`config.mk`:
```
export PLATFORM = sky130hd
export DESIGN_NAME = adc_scan_sequencer
export DESIGN_NICKNAME = d
export VERILOG_FILES = /design/src/rtl/adc_scan_sequencer.sv
export SDC_FILE = /design/constraint.sdc
export NUM_CORES = 1
export LEC_CHECK = 0
export ABC_AREA = 1
export BUFFER_PORTS_ARGS = -buffer_cell sky130_fd_sc_hd__buf_2
export CAP_MARGIN = 25
export CELL_PAD_IN_SITES_DETAIL_PLACEMENT = 1
export CELL_PAD_IN_SITES_GLOBAL_PLACEMENT = 2
export CORE_MARGIN = 4
export CORE_UTILIZATION = 30
export DETAILED_ROUTE_END_ITERATION = 7
export PLACE_DENSITY_LB_ADDON = 0.2
export SYNTH_ARGS = -nofsm -noshare
export SYNTH_HDL_FRONTEND = slang
export SYNTH_SLANG_ARGS = --single-unit
export TNS_END_PERCENT = 1
```
`constraint.sdc`:
```
create_clock -name clk -period 2.2 [get_ports clk]
set_clock_uncertainty 0.2 [all_clocks]
set_input_delay 0.33 -clock clk [delete_from_list [all_inputs] [get_ports clk]]
set_output_delay 0.33 -clock clk [all_outputs]
set_load 0.01 [all_outputs]
```
`src/rtl/adc_scan_sequencer.sv`:
```
// Round-robin ADC conversion scheduler: requests one conversion per channel,
// tags each result with its channel and writes it to the send FIFO.
module adc_scan_sequencer #(
  parameter int CH_W     = 3,
  parameter int DATA_W   = 16,
  parameter int TAG_W    = 16,
  parameter int CONV_GAP = 4,
  parameter int TIMEOUT  = 1024
) (
  input  logic                    clk,
  input  logic                    rst_n,
  input  logic                    start,
  input  logic [CH_W-1:0]         ch_count,
  output logic                    conv_req,
  output logic [CH_W-1:0]         conv_ch,
  input  logic                    conv_ack,
  input  logic                    conv_done,
  input  logic [DATA_W-1:0]       conv_data,
  output logic                    fifo_wr_en,
  output logic [TAG_W+DATA_W-1:0] fifo_din,
  input  logic                    fifo_prog_full,
  output logic                    busy,
  output logic                    stalled,
  output logic                    timeout_err,
  output logic [15:0]             scan_count
);

  localparam int TO_W  = $clog2(TIMEOUT + 1);
  localparam int GAP_W = $clog2(CONV_GAP + 1);
  localparam logic [TO_W-1:0]  TO_LAST  = TO_W'(TIMEOUT - 1);
  localparam logic [GAP_W-1:0] GAP_LAST = GAP_W'(CONV_GAP - 1);

  typedef enum logic [2:0] {IDLE, REQ, WAIT, WRITE, GAP} state_t;

  state_t          state;
  logic [CH_W-1:0] ch;
  logic [CH_W-1:0] ch_last;
  logic [CH_W-1:0] ch_nxt;
  logic            wrap;
  logic [TO_W-1:0] tcnt;
  logic [GAP_W-1:0] gcnt;
  logic            gap_hold;

  function automatic logic [TAG_W+DATA_W-1:0] pack_word(input logic [CH_W-1:0] c,
                                                       input logic [DATA_W-1:0] d);
    pack_word = {TAG_W'(c), d};
  endfunction

  assign wrap   = (ch == ch_last);
  assign ch_nxt = wrap ? '0 : ch + 1'b1;
  assign busy   = (state != IDLE);

  always_ff @(posedge clk or negedge rst_n) begin
    if (!rst_n) begin
      state       <= IDLE;
      ch          <= '0;
      ch_last     <= '0;
      tcnt        <= '0;
      gcnt        <= '0;
      gap_hold    <= 1'b0;
      conv_req    <= 1'b0;
      conv_ch     <= '0;
      fifo_wr_en  <= 1'b0;
      fifo_din    <= '0;
      stalled     <= 1'b0;
      timeout_err <= 1'b0;
      scan_count  <= '0;
    end else begin
      fifo_wr_en <= 1'b0;
      case (state)
        IDLE: begin
          stalled <= start && fifo_prog_full;
          if (start && !fifo_prog_full) begin
            ch_last     <= ch_count;
            ch          <= '0;
            timeout_err <= 1'b0;
            conv_req    <= 1'b1;
            conv_ch     <= '0;
            state       <= REQ;
          end
        end
        REQ: begin
          if (conv_ack) begin
            conv_req <= 1'b0;
            // A result arriving together with the ack skips the wait entirely.
            if (conv_done) begin
              fifo_din   <= pack_word(ch, conv_data);
              fifo_wr_en <= 1'b1;
              state      <= WRITE;
            end else begin
              tcnt  <= '0;
              state <= WAIT;
            end
          end
        end
        WAIT: begin
          if (conv_done) begin
            fifo_din   <= pack_word(ch, conv_data);
            fifo_wr_en <= 1'b1;
            state      <= WRITE;
          end else if (tcnt == TO_LAST) begin
            timeout_err <= 1'b1;
            gcnt        <= '0;
            state       <= GAP;
          end else begin
            tcnt <= tcnt + 1'b1;
          end
        end
        WRITE: begin
          gcnt  <= '0;
          state <= GAP;
        end
        GAP: begin
          if (gap_hold) begin
            // Channel already advanced; only waiting for FIFO room.
            if (!start) begin
              gap_hold <= 1'b0;
              stalled  <= 1'b0;
              state    <= IDLE;
            end else if (!fifo_prog_full) begin
              gap_hold <= 1'b0;
              stalled  <= 1'b0;
              conv_req <= 1'b1;
              conv_ch  <= ch;
              state    <= REQ;
            end
          end else if (gcnt == GAP_LAST) begin
            ch <= ch_nxt;
            if (wrap) begin
              ch_last    <= ch_count;
              scan_count <= scan_count + 16'd1;
            end
            if (!start) begin
              state <= IDLE;
            end else if (fifo_prog_full) begin
              gap_hold <= 1'b1;
              stalled  <= 1'b1;
            end else begin
              conv_req <= 1'b1;
              conv_ch  <= ch_nxt;
              state    <= REQ;
            end
          end else begin
            gcnt <= gcnt + 1'b1;
          end
        end
        default: state <= IDLE;
      endcase
    end
  end

endmodule

```
* Word level (Yosys, flattened, before mapping)
Index checks and enable logic that the tools add are counted.
** Word-level totals
- Output and inout bits :: 56
- Register bits after elaboration :: 79
** Cells by class
- Add/subtract/negate cells :: 4
- Eq/ne operators :: 26
- Reductions and logical operators :: 21
- Multiplexer cells :: 65
- Bitwise gates (word level) :: 1
** Operators with widths (count)
- two-way mux 3 bit :: 26
- two-way mux 32 bit :: 2
- case mux 32 bit (2 select lines) :: 1
- two-way mux 11 bit :: 4
- != test 3 bit, second input constant :: 8
- two-way mux 1 bit :: 22
- case mux 11 bit (2 select lines) :: 1
- != test 2 bit, second input constant :: 10
- AND reduction 4 bit :: 5
- AND reduction 5 bit :: 4
- case mux 3 bit (2 select lines) :: 3
- adder 16 x 1 -> 16 bit, second input constant :: 1
- case mux 3 bit (5 select lines) :: 1
- adder 11 x 1 -> 11 bit, second input constant :: 1
- == test 11 x 10 -> 1 bit, second input constant :: 1
- == test 3 x 2 -> 1 bit, second input constant :: 3
- case mux 3 bit (3 select lines) :: 1
- nonzero test 3 bit :: 3
- AND reduction 7 bit :: 1
- adder 3 x 1 -> 3 bit, second input constant :: 2
- case mux 1 bit (2 select lines) :: 3
- nonzero test 2 bit :: 3
- != test 4 bit, second input constant :: 1
- == test 3 x 1 -> 1 bit, second input constant :: 1
- 8 further kinds :: 9

* Depth between registers and ports, before layout
- Depth in word-level cells :: 7
- Mapped depth :: 9
- Gate-level depth less buffers :: 9

* Worst setup path before layout
OpenSTA, ideal clock, no wires.
- Path kind :: reg-to-reg
- Start :: register tcnt[0]
- End :: register tcnt[7]
- Required time :: 1.924 ns
- Period minus slack after synthesis :: 1.682 ns
- Stages on the path, launching flop included :: 9
- Arrival :: 1.406 ns
- Buffers on the path :: 1
- Setup slack :: 0.518 ns
- Cells stage by stage :: dfrtp_1 ha_1 nand3_1 nor2_1 nand3_1 nand2_4 buf_6 nand2_1 o21ai_1
** Between the ends
- Cells in the longest elaborated chain, start to end :: 4
- Elaborated cells on any way between the ends :: 7
** Ends and longest elaborated chain
- start: declaration :: line 40 : logic [TO_W-1:0] tcnt;
- start signal: assignment :: line 106 : tcnt <= tcnt + 1'b1;
- adder 11 x 1 -> 11 bit :: line 106
- two-way mux 11 bit :: line 101 : end else if (tcnt == TO_LAST) begin
- two-way mux 11 bit :: line 97 : if (conv_done) begin
- case mux 11 bit (2 select lines) :: line 70 : case (state)
Several ways; a longest one is shown, not always the timed one. The select of a mux whose other input is x is not followed.
A chain may end at the register's enable or synchronous reset.

* Worst setup path after layout
- Start :: register state[2]
- End :: register fifo_din[17]
** Between the ends
- Cells in the longest elaborated chain, start to end :: 3
- Elaborated cells on any way between the ends :: 6
** Ends and longest elaborated chain
- start: declaration :: line 35 : state_t state;
- start signal: assignment :: line 55 : state <= IDLE;
- start signal: assignment :: line 79 : state <= REQ;
- start signal: assignment :: line 89 : state <= WRITE;
- == test 3 x 1 -> 1 bit / == test 3 x 2 -> 1 bit (equally long branches) :: line 70
- != test 2 bit (no line) / nonzero test 2 bit (equally long branches)
- AND reduction 2 bit (no line)
- end signal: assignment :: line 87 : fifo_din <= pack_word(ch, conv_data);
- end signal: assignment :: line 98 : fifo_din <= pack_word(ch, conv_data);
- end: declaration :: line 20 : output logic [TAG_W+DATA_W-1:0] fifo_din,
Several ways; a longest one is shown, not always the timed one.

==> flow_summary.toml <==
[place]
place.gp.congestion = 0.717
numPortBuffers = 67
dpl-instance-area_um2 = 4070
dpl.hpwl_um = 7060
dp_cells = 684

[synthesis]
synth_cell_types = 30
synth-async-reset-ratio_pct = 100
syn_inst = 475
yosysWarnings = 0
yosys-top-cells-area = "dfrtp_1 (46%), nand2_1 (20%), nand3_1 (5.0%)"
synth_seq_cells = 66
yosysTopAreaCell = "dfrtp_1"
synth_area_um2 = 3590
synthFlopType = "dfrtp_1"
yosysTopAreaCellShare_pct = 46.0
synth_edf_count = 0
ys_top_cells_by_count = "nand2_1 (191), dfrtp_1 (66), nor2_1 (39)"
avgSynthCellArea_um2 = 7.55
yosysSeqAreaShare_pct = 46.0
yosysMostFrequentCell = "nand2_1"

[worst_setup_path]
r2r_setup_slack_ps = 250
reg2reg_depth = 8
rr_endpoint = "fifo_din[17]"
cp_data_required_time_ps = 2260
r2r-start = "state[2]"
critPathLaunch = "state[2]"
cp_max_fo = 23
start_kind = "flip-flop"
crit_type = "reg -> reg"
cp_data_arrival_time_ps = 2010
cp-end-kind = "flip-flop"

[sta]
drv_slew = 0
final.setup.tns_ps = 0
grt_setup_unrepaired = "false"
fmax_ghz = 0.513
hold_viol = 0
fin_crit_ps = 1950
period_share_pct = 88.6
setup_viol_count_final = 0

[global_routing]
grt_overflow = 0
grt_antenna_before_repair = 0
track_usage_pct = 15.3
grt_pass1_vias = 3497
grt_pass1_wl_um = 17400
grt_max_degree = 67

[final_layout]
syn_to_final_growth_pct = 27.4
final_cells = 717
regArea_um2 = 1650
diodes = 0
multi_input_area_um2 = 1700
drive_gt1_share_pct = 18.6
fill_cells = 1444
fin_nets = 599
fin_area_um2 = 4570

[route]
vias = 3337
drc = 0
drt_iter0_drc = 117
dr.pass1.iters = 6
drtAntennaViolNets = 0
wl_per_cell_um = 13.5
routed_wl_um = 9710
via_per_inst = 4.65

[floorplan]
start_util_pct = 31.0
dieArea_um2 = 13800
die_y_um = 117
rows = 39
num_io_pins = 81
design.core.area_um2 = 11600
die_w_um = 117

[clock_network]
numCtsBuffers = 9
clkSinkCount = 66
cts_tree = "done"
clk_pin_slew_ps = 60
clockBufferDepth = 2
htreeDepth = 3
postCtsResizedCells = 0
insertion_delay_ps = 330
cts-root-buf = "clkbuf_16"

[run_status]
status = "finished, final reports clean"

[pwr]
powerDensity_nw_per_um2 = 1090
p_leak_nw = 2.37
ir_worst_vdd_mv = 0.534

[run]
maxCapViolations = 0

[hold_path]
min_path_cells = 3
min_from = "ch_count[0]"
hold_path.class = "in -> reg"
hold_end = "ch_last[0]"
## layout by cell type, fill, tap and decap left out
| master | count |
|---|---|
| nand2_1 | 191 |
| buf_2 | 67 |
| dfrtp_1 | 66 |
| nor2_1 | 39 |
| nand3_1 | 36 |
| inv_1 | 32 |
| o21ai_0 | 26 |
| dlygate4sd3_1 | 17 |
| conb_1 | 13 |
| xnor2_1 | 9 |
| clkbuf_16 | 9 |
| nand4_1 | 7 |
| xor2_1 | 6 |
| o21ai_1 | 6 |
| buf_4 | 6 |
| inv_2 | 5 |
| ha_1 | 5 |
| nor2_4 | 4 |
| a21oi_1 | 4 |
| nand3b_1 | 3 |
| o22ai_1 | 3 |
| nand3_2 | 2 |
| nand2_4 | 2 |
| nor2_2 | 2 |
| clkinvlp_4 | 2 |
| inv_6 | 2 |
| bufinv_16 | 2 |
| a211oi_1 | 1 |
| nand2_2 | 1 |
| nor3_4 | 1 |
| o31ai_1 | 1 |
| o21bai_1 | 1 |
| a22oi_1 | 1 |
| clkinv_4 | 1 |
| buf_12 | 1 |
## critical path, stage by stage (launching register included)
cell	delay, ps
dfrtp_1	440
inv_2	150
nand3_2	170
nand2_1	180
nand2_4	170
nor2_4	110
buf_4	260
nor2_1	60
a21oi_1	120
## state kept, by name, indices dropped and copies added, names as in the netlist
register,flops
fifo_wr_en,1
ch_last,3
conv_ch,3
gap_hold,1
fifo_din,19
state,3
timeout_err,1
tcnt,11
gcnt,3
conv_req,1
stalled,1
scan_count,16
ch,3
## layer usage
metal	vias up	track usage, %	part of all wire [%]
li1	1673	-	-
met1	1593	19.7	47
met2	61	24.6	47
met3	10	3.90	4.4
met4	0	5.94	1.8
met5	-	0	0
## per-stage QoR
step	util (%)	power [mW]	setup WS, ps	hold WS (ps)
after global routing	39.5	5.38	24.0	36.4
final	39.5	4.96	250	31.9
after floorplan	-	2.80	518	-166
after global placement	35.2	3.37	241	194
after CTS	39.5	5.06	208	22.7
after detailed placement	35.2	3.41	229	191
## where the power goes
part / internal [mW] / leakage [nW] / switching, mW
logic: 0.571 / 1.34 / 1.08
registers: 1.52 / 0.876 / 0.200
clock network: 1.00 / 0.153 / 0.595
## cell families after synthesis
kind of cell | count (synthesis) | synth area share [%]
AO/OA/AOI/OAI | 43 | 6.38
AND/OR/NAND/NOR | 288 | 34.3
adder cells (fa/ha/maj) | 5 | 1.74
XOR/XNOR | 15 | 3.66
buffers and inverters | 57 | 7.74
other | 1 | 0.105
flip-flops | 66 | 46.0
## timing repair
item	CTS	global route
hold buffers	17	0
endpoints found under the hold margin	82	0
setup endpoints to repair	0	0
setup buffers	0	0
## cell type report
| cell class | count | share of cell area [%] |
|---|---|---|
| clock buffer | 9 | 4.93 |
| clock inverter | 7 | 2.22 |
| inverter | 37 | 3.04 |
| multi-input combinational | 364 | 37.3 |
| sequential | 66 | 36.1 |
| tap | 143 | 3.91 |
| timing repair buffer | 91 | 12.5 |
## worst max-delay path by stage
stage,end,slack [ps]
2_1_floorplan,tcnt[7],520
3_3_place_gp,fifo_din[16],240
3_5_place_dp,fifo_din[16],230
4_1_cts,fifo_din[17],210
5_1_grt,fifo_din[18],20
6_report,fifo_din[17],250
(Power assumes the default switching activity.)
